### src/rtl/insmem_accum_sequencer_pkg.sv
// seq_pkg: shared state encoding and default widths for the accumulate sequencer
package seq_pkg;
  localparam int W_DEF = 32;
  localparam int AW_DEF = 32;
  localparam int CW_DEF = 16;
  typedef enum logic [2:0] {IDLE, CLR, FETCH, ADD, DONE} state_t;
endpackage

### src/rtl/insmem_seq_counter.sv
// insmem_seq_counter: word index with last-word detect against the captured count
module insmem_seq_counter #(
  parameter int CW = 16
) (
  input  logic          clk,
  input  logic          rst,
  input  logic          clear,
  input  logic          inc,
  input  logic [CW-1:0] count,
  output logic [CW-1:0] idx,
  output logic          last
);
  always_ff @(posedge clk or posedge rst)
    if (rst) idx <= '0;
    else if (clear) idx <= '0;
    else if (inc) idx <= idx + CW'(1);
  assign last = idx == count - CW'(1);
endmodule

### src/rtl/insmem_accum_sequencer.sv
// insmem_accum_sequencer: drives memory -> register -> adder datapath to sum count words from base_addr
module insmem_accum_sequencer
  import seq_pkg::*;
#(
  parameter int W  = W_DEF,
  parameter int AW = AW_DEF,
  parameter int CW = CW_DEF
) (
  input  logic          clk,
  input  logic          rst,
  input  logic          start,
  input  logic [AW-1:0] base_addr,
  input  logic [CW-1:0] count,
  output logic          busy,
  output logic          done,
  output logic [W-1:0]  result,
  output logic          carry_flg,
  output logic          ovf_flg,
  output logic          mem_e,
  output logic          mem_l,
  output logic [AW-1:0] mem_addr,
  output logic          reg_l,
  output logic          reg_e,
  output logic          reg_w,
  output logic [W-1:0]  reg_r,
  output logic          add_cin,
  input  logic [W-1:0]  add_sum,
  input  logic          add_cout,
  input  logic          add_ovf
);
  state_t state;
  logic [AW-1:0] base;
  logic [CW-1:0] cnt, idx;
  logic last;

  insmem_seq_counter #(.CW(CW)) u_cnt (
    .clk(clk), .rst(rst), .clear(state == CLR), .inc(state == ADD && !last),
    .count(cnt), .idx(idx), .last(last)
  );

  always_ff @(posedge clk or posedge rst)
    if (rst) begin
      state <= IDLE;
      busy <= 1'b0;
      base <= '0;
      cnt <= '0;
      result <= '0;
      carry_flg <= 1'b0;
      ovf_flg <= 1'b0;
    end else begin
      case (state)
        IDLE: if (start) begin
          base <= base_addr;
          cnt <= count;
          result <= '0;
          carry_flg <= 1'b0;
          ovf_flg <= 1'b0;
          busy <= 1'b1;
          state <= count == '0 ? DONE : CLR;
        end
        CLR: state <= FETCH;
        FETCH: state <= ADD;
        ADD: begin
          result <= add_sum;
          carry_flg <= carry_flg | add_cout;
          ovf_flg <= ovf_flg | add_ovf;
          state <= last ? DONE : FETCH;
        end
        DONE: begin
          busy <= 1'b0;
          state <= IDLE;
        end
        default: state <= IDLE;
      endcase
    end

  // strobes decode straight from state so the datapath sees them in the same cycle
  always_comb begin
    done = state == DONE;
    mem_e = state == FETCH;
    mem_l = state == FETCH;
    mem_addr = state == FETCH ? base + AW'(idx) : '0;
    reg_l = state == CLR || state == ADD;
    reg_r = state == ADD ? add_sum : '0;
    reg_e = 1'b0;
    reg_w = 1'b0;
    add_cin = 1'b0;
  end
endmodule
### config.mk
export PLATFORM = sky130hd
export DESIGN_NAME = insmem_accum_sequencer
export DESIGN_NICKNAME = d
export VERILOG_FILES = /design/src/rtl/insmem_accum_sequencer_pkg.sv /design/src/rtl/insmem_seq_counter.sv /design/src/rtl/insmem_accum_sequencer.sv
export SDC_FILE = /design/constraint.sdc
export NUM_CORES = 1
export LEC_CHECK = 0
export CORE_ASPECT_RATIO = 0.9
export CORE_MARGIN = 4
export CORE_UTILIZATION = 35
export CTS_BUF_LIST = sky130_fd_sc_hd__clkbuf_2
export CTS_CLUSTER_SIZE = 40
export DETAILED_ROUTE_END_ITERATION = 8
export DONT_BUFFER_PORTS = 1
export PLACE_DENSITY = 0.59
export SLEW_MARGIN = 20
export SYNTH_ARGS = -nofsm -noshare
export SYNTH_HDL_FRONTEND = slang
export SYNTH_SLANG_ARGS = --single-unit
### constraint.sdc
create_clock -name clk -period 4.45 [get_ports clk]
set_input_delay 0.6675 -clock clk [delete_from_list [all_inputs] [get_ports clk]]
set_output_delay 0.6675 -clock clk [all_outputs]
set_load 0.005 [all_outputs]
== Word-level counts from Yosys, hierarchy flattened ==
Cells that the tools add are included.
Widths: inputs -> output; s select.

* Register bits: 102
* Input port bits: 85
* Output and inout port bits: 106

* $add $sub $neg: 3
* Equal/unequal tests: 6
* Muxes and demuxes: 15
* Bitwise gates (word level): 2
* Reductions and logical operators: 11

{| class="wikitable"
|+ Operators with widths
! cell !! number
|-
| $mux 32 || 3
|-
| $pmux 32 s2 || 1
|-
| $add 32x16->32 || 1
|-
| $mux 16 || 2
|-
| $add 16x1->16 const B || 1
|-
| $eq 16x16->1 || 1
|-
| $logic_not 16->1 || 1
|-
| $sub 16x1->16 const B || 1
|-
| $pmux 3 s4 || 1
|-
| $mux 3 || 3
|-
| $eq 3x2->1 const B || 2
|-
| $pmux 1 s2 || 3
|-
| $reduce_and 2->1 || 3
|-
| $reduce_bool 2->1 || 3
|-
| $eq 3x1->1 const B || 1
|-
| $eq 3x3->1 const B || 1
|-
| $logic_not 3->1 || 1
|-
| $mux 1 || 2
|-
| $ne 2x2->1 const B || 1
|-
| $or 1x1->1 || 2
|-
| $logic_and 1x1->1 || 1
|-
| $logic_not 1->1 || 1
|-
| $logic_or 1x1->1 || 1
|}

== Longest topological paths before layout ==
Gate-level depths: netlist of run 1.

* Word-level depth: 6
* Gate-level depth with buffers: 12
* Gate-level depth less buffers: 9

== Modules after synthesis ==
From an unflattened synthesis of run 1, not the netlist that was laid out.

* Cells, all modules: 623
* Area, all modules: 6068.3 um2

{| class="wikitable"
|+ By module, submodules not included
! module !! instances !! cells an instance !! area each (um2)
|-
| insmem_accum_sequencer || 1 || 464 || 4754.6
|-
| insmem_seq_counter || 1 || 159 || 1313.8
|}

== Worst setup path after synthesis of run 1 ==
No wires, ideal clock.

* Path kind: reg2reg
* From: register cnt[5]
* To: register u_cnt.idx[11]
* Setup time: 79 ps
* Data arrival time: 2979 ps
* Data required time: 4371 ps
* Setup slack: 1392 ps
* Cell stages (with the launch flop): 10
* Period minus slack after synthesis: 3058 ps
* Cell sequence: dfrtp_1 > buf_6 > or4_4 > buf_6 > or4_4 > a2111oi_4 > nand4_1 > or4_4 > o2111ai_2 > mux2i_1

* Word-level cells in the longest chain between the ends: 5

{| class="wikitable"
|+ Ends and longest elaborated chain
! item !! RTL line !! RTL
|-
| from (decl) || insmem_accum_sequencer.sv:33 || <nowiki>logic [CW-1:0] cnt, idx;</nowiki>
|-
| from (signal assigned) || insmem_accum_sequencer.sv:54 || <nowiki>cnt <= count;</nowiki>
|-
| $sub 16x1->16 || insmem_seq_counter.sv:17 || <nowiki>assign last = idx == count - CW'(1);</nowiki>
|-
| $eq 16x16->1 || insmem_seq_counter.sv:17 ||
|-
| $logic_not 1->1 || insmem_accum_sequencer.sv:37 || <nowiki>.clk(clk), .rst(rst), .clear(state == CLR), .inc(state == ADD && !last),</nowiki>
|-
| $logic_and 1x1->1 || insmem_accum_sequencer.sv:37 ||
|-
| $reduce_bool 2->1 (no source line) || -- ||
|-
| to (signal assigned) || insmem_seq_counter.sv:16 || <nowiki>else if (inc) idx <= idx + CW'(1);</nowiki>
|-
| to (decl) || insmem_seq_counter.sv:10 || <nowiki>output logic [CW-1:0] idx,</nowiki>
|}

No other way between the ends.
A chain may end at the register's enable or synchronous reset.

== Final worst setup path of run 1 ==
* From: register u_cnt.idx[7]
* To: output mem_addr[31]

* Word-level cells in the longest chain between the ends: 2

{| class="wikitable"
|+ Ends and longest elaborated chain
! item !! RTL line !! RTL
|-
| $add 32x16->32 || insmem_accum_sequencer.sv:82 || <nowiki>mem_addr = state == FETCH ? base + AW'(idx) : '0;</nowiki>
|-
| $mux 32 || insmem_accum_sequencer.sv:82 ||
|-
| to (decl) || insmem_accum_sequencer.sv:21 || <nowiki>output logic [AW-1:0] mem_addr,</nowiki>
|}

No other way between the ends.

==> PnR_summary.wiki, run 1 <==
{| class="wikitable"
! Metric !! Value
|-
| Cell area after placement || around 0.0065 mm2
|-
| Hold Crit Class || primary input to register
|-
| Cell Rows || 46
|-
| H-tree Lvls || 3
|-
| I/O Pins || 191
|-
| Maximum clock frequency || about 240 MHz
|-
| Outcome || completed
|-
| Number of enable flip-flop cells after synthesis || 0
|-
| Clock latency on the worst-skew pair || just over 0.6 ns
|-
| Worst-Margin Slew || approximately 0.87 ns
|-
| Via count of the first global-routing pass || 4883
|-
| Final worst clock skew || 0.0256 ns
|-
| Height of the die || between 100 and 150 um
|-
| Fraction of post-synthesis cell area in the top cell type by area || between 40% and 50%
|-
| Fraction of final layout cells with drive strength greater than 1 || ~14%
|-
| Distinct cell type count of the synthesized netlist || 65
|-
| Maximum number of pins on one net before global-route repair || slightly above 60
|-
| Sum of buffers and inverters on the critical path || 0
|-
| Cell at the root of the clock tree || sky130_fd_sc_hd__clkbuf_2
|-
| Area grow syn2layout || 4.82%
|-
| Worst path required time || ~3.8 ns
|-
| Clk sink count || 102
|-
| Relative slew slack || a little over two fifths
|-
| Buffers from clock root to sink, at most || 2
|-
| Max-capacitance violation count || 0
|-
| Antenna violations before repair || 1
|-
| Commonest non-fill, non-tap cell in the layout || sky130_fd_sc_hd__dfrtp_1
|-
| Die Area || roughly 0.020 mm2
|-
| Avg Synthesized Cell Area || approximately 9.6 um2
|-
| Final estimated routing congestion in global placement || 0.851
|-
| Max VDD drop || 0.227 mV
|-
| Number of detailed-route iterations in the first pass || 6
|-
| Number of antenna-violating nets in the routed design || 0
|-
| Sequential-to-total area share from yosys stat || 40.3%
|-
| Total global routing track utilization || roughly 17%
|-
| Post-synthesis instance area || around 0.0063 mm2
|-
| Final nets || between 700 and 800
|-
| Period Utilization, post-route || between 90% and 100%
|-
| Top delay family on crit path || simple AND/OR/NAND/NOR gates
|-
| Ys async rst share || 100%
|-
| Clock-pin slew reported for the worst setup and hold paths after clock tree synthesis || approximately 0.29 ns
|-
| FF+latch count, synth || ~100
|-
| Critical Path AT || around 3.4 ns
|-
| TritonCTS clock tree || done
|-
| Crit end category || output pin
|-
| Yosys warnings || 0
|-
| Initial core utilization || roughly 36%
|-
| Final number of setup-violating endpoints || 0
|-
| Cell types occupying the most area after synthesis || sky130_fd_sc_hd__dfrtp_1 (40%), sky130_fd_sc_hd__mux2_2 (7.8%), sky130_fd_sc_hd__a21o_1 (4.3%)
|-
| Buffers added on ports || 0
|-
| Static leakage power || around 2.9 nW
|-
| Peak fanout along the critical path || 10
|-
| Number of vias per cell || 5.74
|-
| Final HPWL from detailed placement || 12800 um
|-
| Critical path start-end classification || register to output pin
|-
| Most frequent cells in the layout || sky130_fd_sc_hd__dfrtp_1 (100), sky130_fd_sc_hd__nor2_1 (52), sky130_fd_sc_hd__mux2_2 (44)
|-
| Post-DR wirelength/cell || ~19 um
|-
| Starting DRT DRC Count || ~310
|-
| Routed vias || between 5k and 6k
|-
| Post-synthesis cell type with the largest combined area || sky130_fd_sc_hd__dfrtp_1
|-
| Endpoints failing hold || 0
|-
| Most used flip-flop cell after synthesis || sky130_fd_sc_hd__dfrtp_1
|-
| Pins over their slew limit || 0
|-
| Crit-path most repeated cell || sky130_fd_sc_hd__nor4_1
|-
| Cell-by-cell trace of the critical path || ha_1 -> nand2_1 -> nor4_1 -> a311oi_1 -> a31oi_2 -> nor2_1 -> nor4_1 -> mux2i_1
|-
| Cell area after layout || roughly 0.0066 mm2
|-
| Slowest stage delay, CP || approximately 0.6 ns
|-
| Number of buffers inserted during clock tree synthesis || 9
|-
| Final global-route overflow total || 0
|-
| Areal power density over the cells || roughly 650 mW/mm2
|-
| Global-route wire length before repair || approximately 27000 um
|-
| Routed WL || approximately 17000 um
|-
| Pre-CTS setup slack || roughly 0.87 ns
|-
| Slowest cell on the critical path || sky130_fd_sc_hd__dfrtp_1
|-
| Horizontal die dimension || between 100 and 150 um
|-
| DRC violation count after routing || 0
|-
| Shortest period the worst path allows || around 4 ns
|-
| Core area || between 0.015 and 0.02 mm2
|-
| Cell count after synthesis || ~660
|-
| Startpoint class of the critical path || register
|-
| Worst-case setup margin in the final layout || ~0.36 ns
|}
==> final timing paths <==
| kind | from | end | slack [ns] | cells after the start |
|---|---|---|---|---|
| min reg2reg | result[8] | result[8] | 0.55 | 1 |
| max | u_cnt.idx[7] | mem_addr[31] | 0.36 | 8 |
| min | count[1] | cnt[1] | 0.16 | 2 |
| min in group asynchronous | rst | result[28] | 0.63 | 2 |
| max reg2reg | cnt[0] | u_cnt.idx[6] | 0.83 | 9 |
| max in group asynchronous | rst | result[2] | 2.71 | 3 |
==> logic make-up after synthesis <==
kind of cell,Yosys count,share of synthesized area [%]
and+or+nand+nor,243,20.5
AOI/OAI and AO/OA,147,17.2
DFF,102,40.3
buffers and inverters,55,3.89
muxes,51,8.93
xor gates and xnor gates,38,5.26
adders and majority gates,19,3.87
other,1,0.0592
==> report_power, final <==
| part | switching, W | leakage [nW] | internal [W] | total, W |
|---|---|---|---|---|
| Combinational | 0.00119 | 1.56 | 0.000872 | 0.00206 |
| Sequential | 0.000468 | 1.26 | 0.00132 | 0.00179 |
| Clock | 0.000327 | 0.0729 | 0.000136 | 0.000463 |
| Total | 0.00198 | 2.88 | 0.00233 | 0.00431 |
==> repair_timing <==
action | 4_1_cts | 5_1_grt
hold endpoints to repair | 47 | 0
hold buffers | 1 | 0
setup buffers | 0 | 0
resized for setup | 0 | 5
endpoints found under the setup margin | 0 | 6
==> flip-flops by register name, summed over array words and instances (netlist names) <==
name       cells
base          32
ovf_flg        1
u_cnt.idx     16
result        32
cnt           16
busy           1
state          3
carry_flg      1
==> through the flow <==
step / cells / hold slack [ns] / setup TNS (ns) / total power [W] / utilization, %
floorplan: 658 / 0.474 / 0 / 0.00336 / -
global placement: 860 / 0.498 / 0 / 0.00379 / 36.7
detailed placement: 860 / 0.505 / 0 / 0.00388 / 36.7
CTS: 877 / 0.0616 / 0 / 0.00437 / 37.4
global route: 878 / 0.0457 / -0.00111 / 0.00470 / 37.6
finish: 878 / 0.164 / 0 / 0.00431 / 37.6
==> final cells by class <==
cell class,count,area (um2)
antenna,1,2.50
sequential,102,2550
fill,1791,11000
timing repair buffer,5,40.0
inverter,13,51.3
tap,240,300
clock inverter,6,68.8
multi-input combinational,501,3570
clock buffer,10,50.0
==> layer usage <==
metal / vias to the layer above / track usage, % / part of all wire (%)
met3: 9 / 3.85 / 5.7
met2: 158 / 26.0 / 48
li1: 2370 / - / -
met4: 0 / 3.76 / 1.0
met1: 2502 / 23.3 / 46
met5: - / 0 / 0
==> Yosys cell counts, types with 4 or more instances <==
master / count
sky130_fd_sc_hd__nor2_1: 53
sky130_fd_sc_hd__or3_1: 8
sky130_fd_sc_hd__o21ai_0: 19
sky130_fd_sc_hd__o41ai_1: 4
sky130_fd_sc_hd__a211oi_1: 5
sky130_fd_sc_hd__inv_1: 12
sky130_fd_sc_hd__mux2i_1: 7
sky130_fd_sc_hd__or2_2: 4
sky130_fd_sc_hd__or4_1: 8
sky130_fd_sc_hd__a31oi_1: 6
sky130_fd_sc_hd__a21oi_1: 18
sky130_fd_sc_hd__o211ai_1: 12
sky130_fd_sc_hd__o21a_1: 6
sky130_fd_sc_hd__clkbuf_1: 28
sky130_fd_sc_hd__nand4_1: 7
sky130_fd_sc_hd__nand3_1: 22
sky130_fd_sc_hd__o31ai_1: 7
sky130_fd_sc_hd__a21o_1: 36
sky130_fd_sc_hd__nor3b_1: 4
sky130_fd_sc_hd__xnor2_1: 24
sky130_fd_sc_hd__o21bai_1: 5
sky130_fd_sc_hd__buf_1: 5
sky130_fd_sc_hd__nor4_1: 13
sky130_fd_sc_hd__mux2_2: 44
sky130_fd_sc_hd__o221ai_1: 6
sky130_fd_sc_hd__and2_1: 5
sky130_fd_sc_hd__xor2_1: 14
sky130_fd_sc_hd__buf_4: 4
sky130_fd_sc_hd__ha_1: 18
sky130_fd_sc_hd__nor3_1: 19
sky130_fd_sc_hd__nand2_1: 40
sky130_fd_sc_hd__and3_1: 35
sky130_fd_sc_hd__dfrtp_1: 102
sky130_fd_sc_hd__nand2b_1: 6
Note: power is estimated with default switching activity, not from simulation.
==> run 2: changes to the inputs <==
Settings changed: SLEW_MARGIN 20 to unset.
==> run 2 against run 1 <==
Effect of this change: wire length shrank 0.19%; clock power is essentially flat; non-clock buffer count is the same; cell count is the same; sequential power is essentially flat; first-iteration DRC count is the same; final area is essentially flat; maximum frequency is essentially flat; count of clock-buffer cells in the layout is the same; flip-flop and latch count is the same; worst hold slack lost 0.00056 ns; critical path depth is the same; largest cell class unchanged; largest power group unchanged.
==> PnR_summary.wiki, run 2 (synthesis gave the netlist of run 1 again) <==
{| class="wikitable"
! Metric !! Value
|-
| Global-route wire length before repair || 26700 um (unchanged)
|-
| Shortest period the worst path allows || 4.09 ns (about the same)
|-
| Worst hold stages || 2 (unchanged)
|-
| Buffers from clock root to sink, at most || 2 (unchanged)
|-
| Final nets || 736 (unchanged)
|-
| Final global-route overflow total || 0 (unchanged)
|-
| Clock network power share || 10.8% (was 10.7%)
|-
| Outcome || completed (unchanged)
|-
| Post-DR wirelength/cell || 19.3 um (was 19.4 um)
|-
| Number of detailed-route iterations in the first pass || 5 (was 6)
|-
| Layout fillers || 1792 (was 1791)
|-
| Period Utilization, post-route || 91.9% (was 91.8%)
|-
| Peak fanout along the critical path || 11 (was 10)
|-
| Final estimated routing congestion in global placement || 0.851 (unchanged)
|-
| Relative contribution of combinational cells to total power || 47.7% (was 47.8%)
|-
| Initial core utilization || 35.8% (unchanged)
|-
| Startpoint class of the critical path || register (unchanged)
|-
| Area grow syn2layout || 4.74% (was 4.82%)
|-
| H-tree Lvls || 3 (unchanged)
|-
| Worst-Margin Slew || 1.22 ns (was 0.873 ns)
|-
| Horizontal die dimension || 150 um (unchanged)
|-
| Max VDD drop || 0.226 mV (was 0.227 mV)
|-
| Relative slew slack || 18.6% (was 41.7%)
|-
| Cell at the root of the clock tree || sky130_fd_sc_hd__clkbuf_2 (unchanged)
|-
| Worst path required time || 3.78 ns (about the same)
|-
| Fraction of final layout cells with drive strength greater than 1 || 13.7% (unchanged)
|-
| Hold Crit Class || primary input to register (unchanged)
|-
| Register share of total power || 41.5% (about the same)
|-
| Crit end category || output pin (unchanged)
|-
| Number of vias per cell || 5.75 (was 5.74)
|-
| Routed vias || 5052 (was 5039)
|-
| Number of buffers inserted during clock tree synthesis || 9 (unchanged)
|-
| Max-capacitance violation count || 0 (unchanged)
|-
| Post-CTS setup buffers || 0 (unchanged)
|-
| Most frequent cells in the layout || sky130_fd_sc_hd__dfrtp_1 (100), sky130_fd_sc_hd__nor2_1 (52), sky130_fd_sc_hd__mux2_2 (44) (unchanged)
|-
| Final worst clock skew || 0.0248 ns (was 0.0256 ns)
|-
| Routed WL || 17000 um (about the same)
|-
| Buffers added on ports || 0 (unchanged)
|-
| Total internal power || 0.00233 W (about the same)
|-
| Switch share || 46.0% (about the same)
|-
| Clk sink count || 102 (unchanged)
|-
| Hold WS || 0.164 ns (about the same)
|-
| Maximum number of pins on one net before global-route repair || 61 (unchanged)
|-
| Height of the die || 136 um (unchanged)
|-
| I/O Pins || 191 (unchanged)
|-
| Antenna violations before repair || 1 (unchanged)
|-
| Pins over their slew limit || 0 (unchanged)
|-
| Number of antenna-violating nets in the routed design || 0 (unchanged)
|-
| TritonCTS clock tree || done (unchanged)
|-
| Sum of internal, switching and leakage power || 0.00431 W (about the same)
|-
| Cell area after layout || 0.00663 mm2 (was 0.00664 mm2)
|-
| Via count of the first global-routing pass || 4883 (unchanged)
|-
| Largest regs || base (32), result (32) (unchanged)
|-
| Areal power density over the cells || 650 mW/mm2 (about the same)
|-
| Total global routing track utilization || 16.6% (unchanged)
|-
| Commonest non-fill, non-tap cell in the layout || sky130_fd_sc_hd__dfrtp_1 (unchanged)
|-
| Endpoints failing hold || 0 (unchanged)
|-
| Die Area || 0.0203 mm2 (unchanged)
|-
| NetSw || 0.00198 W (about the same)
|-
| Final HPWL from detailed placement || 12800 um (unchanged)
|-
| Final number of setup-violating endpoints || 0 (unchanged)
|-
| Critical Path AT || 3.42 ns (about the same)
|-
| Critical path start-end classification || register to output pin (unchanged)
|-
| Reg2Reg Setup Slack || 0.83 ns (about the same)
|-
| Cell Rows || 46 (unchanged)
|-
| Clock latency on the worst-skew pair || 0.61 ns (about the same)
|-
| Starting DRT DRC Count || 307 (unchanged)
|-
| Depth of the most critical reg-to-reg path || 9 (unchanged)
|-
| Cell area after placement || 0.00648 mm2 (unchanged)
|-
| DRC violation count after routing || 0 (unchanged)
|-
| Final core area utilization || 37.5% (was 37.6%)
|-
| Maximum clock frequency || 245 MHz (about the same)
|-
| Core area || 0.0177 mm2 (unchanged)
|-
| Static leakage power || 2.88 nW (about the same)
|-
| Clock-pin slew reported for the worst setup and hold paths after clock tree synthesis || 0.27 ns (was 0.29 ns)
|}
[run 2: final timing paths]
kind / startpoint / endpoint
max reg2reg: cnt[0] / u_cnt.idx[6]
min: count[1] / cnt[1]
max in group asynchronous: rst / result[2]
min reg2reg: result[8] / result[8]
min in group asynchronous: rst / result[28]
max: u_cnt.idx[4] / mem_addr[30]
[run 2: stage by stage]
step	setup slack (ns)	TNS, ns	instances
finish	0.362	0	878
global route	-0.00111	-0.00111	878
CTS	0.0883	0	877
detailed placement	0.870	0	860
global placement	0.947	0	860
floorplan	1.11	0	658
[run 2: timing repair]
item	CTS	global route
endpoints found under the setup margin	0	6
hold buffers	1	0
resized for setup	0	5
endpoints found under the hold margin	47	0
[run 2: per-layer routing]
layer  part of all wire, %  global-route usage (%)  vias to the layer above
met5                     0                       0                        -
met2                    48                    26.0                      170
li1                      -                       -                     2371
met3                   6.2                    3.85                       11
met1                    45                    23.3                     2500
met4                   1.1                    3.76                        0
[run 2: area by class of cell]
class	count	area [um2]	area share, %
Antenna cell	1	2.50	0.0377
Tap cell	240	300	4.53
Clock inverter	6	68.8	1.04
Multi-Input combinational cell	501	3560	53.7
Clock buffer	10	50.0	0.755
Inverter	13	51.3	0.774
Sequential cell	102	2550	38.5
Timing Repair Buffer	5	40.0	0.604
[run 2: power groups by stage]
stage / clock, W / sequential, W / combinational, W
4_1_cts: 0.000502 / 0.00179 / 0.00208
2_1_floorplan: 0 / 0.00161 / 0.00175
6_report: 0.000464 / 0.00179 / 0.00206
3_5_place_dp: 0 / 0.00181 / 0.00207
3_3_place_gp: 0 / 0.00179 / 0.00199
5_1_grt: 0.000532 / 0.00186 / 0.00230
[run 2: critical path, cell delays in order (launching register included)]
cell and delay [ns]:
sky130_fd_sc_hd__dfrtp_1 0.59, sky130_fd_sc_hd__ha_1 0.42, sky130_fd_sc_hd__o21ai_0 0.14, sky130_fd_sc_hd__nor3_1 0.29, sky130_fd_sc_hd__o221ai_1 0.29, sky130_fd_sc_hd__o2111ai_2 0.31
sky130_fd_sc_hd__nand2_2 0.18, sky130_fd_sc_hd__or4_1 0.51, sky130_fd_sc_hd__nand2_1 0.10
==> run 3: changes to the inputs <==
Settings changed: CORE_UTILIZATION 35 to 67, PLACE_DENSITY 0.59 to 0.93.
==> run 3 against run 2 <==
Effect of this change: cell count decreased by 14%; sequential power is essentially flat; die area down 45%; core utilization rose by 33 points; sequential share of layout area is 0.82 points higher; critical path depth up 1; largest power group unchanged; clock skew up 0.032 ns; clock power increased by 15%; non-clock buffer count fell by 1; combinational power about the same; wire length fell by 6.6%.
==> PnR_summary.wiki, run 3 (synthesis gave the netlist of run 1 again) <==
{| class="wikitable"
! Metric !! Value
|-
| Routed vias || 5227 (was 5052)
|-
| Layout fillers || 707 (was 1792)
|-
| Relative slew slack || 22.7% (was 18.6%)
|-
| Via count of the first global-routing pass || 5151 (was 4883)
|-
| Reg2Reg Setup Slack || 0.70 ns (was 0.83 ns)
|-
| Final worst clock skew || 0.0571 ns (was 0.0248 ns)
|-
| Startpoint class of the critical path || register (unchanged)
|-
| Number of vias per cell || 6.90 (was 5.75)
|-
| H-tree Lvls || 3 (unchanged)
|-
| Relative contribution of combinational cells to total power || 47.2% (was 47.7%)
|-
| Switch share || 45.4% (was 46.0%)
|-
| Critical Path AT || 3.58 ns (was 3.42 ns)
|-
| Crit end category || output pin (unchanged)
|-
| Area grow syn2layout || 2.51% (was 4.74%)
|-
| Routed WL || 15900 um (was 17000 um)
|-
| Final nets || 735 (was 736)
|-
| Global-route wire length before repair || 25300 um (was 26700 um)
|-
| Clock-pin slew reported for the worst setup and hold paths after clock tree synthesis || 0.28 ns (was 0.27 ns)
|-
| Antenna Cells || 0 (was 1)
|-
| Number of detailed-route iterations in the first pass || 5 (unchanged)
|-
| DRC violation count after routing || 0 (unchanged)
|-
| Final number of setup-violating endpoints || 0 (unchanged)
|-
| Critical path start-end classification || register to output pin (unchanged)
|-
| NetSw || 0.00198 W (about the same)
|-
| Pins over their slew limit || 0 (unchanged)
|-
| Period Utilization, post-route || 95.4% (was 91.9%)
|-
| Total global routing track utilization || 28.0% (was 16.6%)
|-
| Buffers from clock root to sink, at most || 2 (unchanged)
|-
| Maximum clock frequency || 236 MHz (was 245 MHz)
|-
| Commonest non-fill, non-tap cell in the layout || sky130_fd_sc_hd__dfrtp_1 (unchanged)
|-
| Unrepaired setup endpoints after global routing || no
|-
| Starting DRT DRC Count || 303 (was 307)
|-
| Pre-CTS setup slack || 0.864 ns (was 0.870 ns)
|-
| Clk sink count || 102 (unchanged)
|-
| Final core area utilization || 70.8% (was 37.5%)
|-
| Clock latency on the worst-skew pair || 0.62 ns (was 0.61 ns)
|-
| Areal power density over the cells || 674 mW/mm2 (was 650 mW/mm2)
|-
| Die Area || 0.0111 mm2 (was 0.0203 mm2)
|-
| Register share of total power || 40.6% (was 41.5%)
|-
| Initial core utilization || 69.1% (was 35.8%)
|-
| Max-capacitance violation count || 0 (unchanged)
|-
| Core area || 0.00917 mm2 (was 0.0177 mm2)
|-
| Clock network power share || 12.2% (was 10.8%)
|-
| Outcome || completed (unchanged)
|-
| Cell Rows || 33 (was 46)
|-
| Maximum number of pins on one net before global-route repair || 71 (was 61)
|-
| Most frequent cells in the layout || sky130_fd_sc_hd__dfrtp_1 (101), sky130_fd_sc_hd__nor2_1 (52), sky130_fd_sc_hd__mux2_2 (44) (was sky130_fd_sc_hd__dfrtp_1 (100), sky130_fd_sc_hd__nor2_1 (52), sky130_fd_sc_hd__mux2_2 (44))
|-
| Final total negative setup slack || 0 ns (unchanged)
|-
| Total internal power || 0.00239 W (was 0.00233 W)
|-
| I/O Pins || 191 (unchanged)
|-
| Worst path required time || 3.78 ns (about the same)
|-
| Max VDD drop || 0.432 mV (was 0.226 mV)
|-
| Final HPWL from detailed placement || 12100 um (was 12800 um)
|-
| Final global-route overflow total || 0 (unchanged)
|-
| Shortest period the worst path allows || 4.25 ns (was 4.09 ns)
|-
| Largest regs || base (32), result (32) (unchanged)
|-
| Final estimated routing congestion in global placement || 0.921 (was 0.851)
|-
| Hold Crit Class || primary input to async pin (was primary input to register)
|-
| Worst-case setup margin in the final layout || 0.204 ns (was 0.362 ns)
|-
| Post-DR wirelength/cell || 20.9 um (was 19.3 um)
|-
| Static leakage power || 2.89 nW (was 2.88 nW)
|-
| Number of antenna-violating nets in the routed design || 0 (unchanged)
|-
| TritonCTS clock tree || done (unchanged)
|-
| Cell at the root of the clock tree || sky130_fd_sc_hd__clkbuf_2 (unchanged)
|-
| Worst-Margin Slew || 1.16 ns (was 1.22 ns)
|-
| Number of buffers inserted by hold repair at cts || 0 (was 1)
|-
| Buffers added on ports || 0 (unchanged)
|-
| Height of the die || 100 um (was 136 um)
|-
| Peak fanout along the critical path || 10 (was 11)
|-
| Horizontal die dimension || 110 um (was 150 um)
|-
| Number of buffers inserted during clock tree synthesis || 9 (unchanged)
|-
| Fraction of final layout cells with drive strength greater than 1 || 13.1% (was 13.7%)
|-
| Antenna violations before repair || 0 (was 1)
|-
| Endpoints failing hold || 0 (unchanged)
|}
[run 3: worst max-delay path: stages, from the launching register on]
cell	delay [ns]
sky130_fd_sc_hd__dfrtp_2	0.53
sky130_fd_sc_hd__ha_1	0.25
sky130_fd_sc_hd__fa_1	0.43
sky130_fd_sc_hd__a211oi_1	0.34
sky130_fd_sc_hd__nor3_1	0.12
sky130_fd_sc_hd__o221ai_1	0.37
sky130_fd_sc_hd__o2111ai_1	0.25
sky130_fd_sc_hd__nand2_1	0.30
sky130_fd_sc_hd__o21ai_0	0.18
sky130_fd_sc_hd__a21oi_1	0.24
[run 3: worst paths after layout]
path	from	endpoint	cells past startpoint
max	u_cnt.idx[0]	mem_addr[22]	9
min	rst	result[28]	1
max reg2reg	cnt[0]	u_cnt.idx[6]	9
min reg2reg	result[23]	result[23]	1
max in group asynchronous	rst	u_cnt.idx[6]	2
min in group clk	base_addr[17]	base[17]	1
[run 3: what timing repair did]
item / CTS / global route
setup buffers: 0 / 0
gates resized for setup: 0 / 2
setup endpoints to repair: 0 / 7
[run 3: per-layer routing]
layer	global-route usage (%)	vias up	wire, um
li1	-	2371	-
met1	36.4	2542	6530
met2	45.1	261	7720
met3	7.23	53	1160
met4	11.2	0	457
met5	0	-	0
[run 3: layout make-up]
| class | count | area, um2 | share of cell area (%) |
|---|---|---|---|
| clock inverter | 7 | 103 | 1.58 |
| timing repair buffer | 4 | 30.0 | 0.463 |
| clock buffer | 9 | 45.0 | 0.694 |
| tap | 122 | 153 | 2.35 |
| multi-input combinational | 501 | 3550 | 54.8 |
| sequential | 102 | 2550 | 39.4 |
| inverter | 13 | 51.3 | 0.791 |
[run 3: power groups by stage]
| stage | Clock (W) | Combinational [W] | Sequential (W) |
|---|---|---|---|
| final | 0.000532 | 0.00206 | 0.00178 |
| after detailed placement | 0 | 0.00205 | 0.00180 |
| after floorplan | 0 | 0.00175 | 0.00161 |
| after global placement | 0 | 0.00193 | 0.00176 |
| after global routing | 0.000571 | 0.00229 | 0.00184 |
| after CTS | 0.000538 | 0.00206 | 0.00177 |
[run 3: stage by stage]
| step | hold WS [ns] | area (um2) | total power, W | std cells |
|---|---|---|---|---|
| 3_5_place_dp | 0.498 | 6330 | 0.00385 | 742 |
| 2_1_floorplan | 0.474 | 6340 | 0.00336 | 658 |
| 4_1_cts | 0.0626 | 6480 | 0.00437 | 758 |
| 3_3_place_gp | 0.490 | 6330 | 0.00369 | 742 |
| 5_1_grt | 0.0845 | 6490 | 0.00470 | 758 |
| 6_report | 0.0487 | 6490 | 0.00437 | 758 |
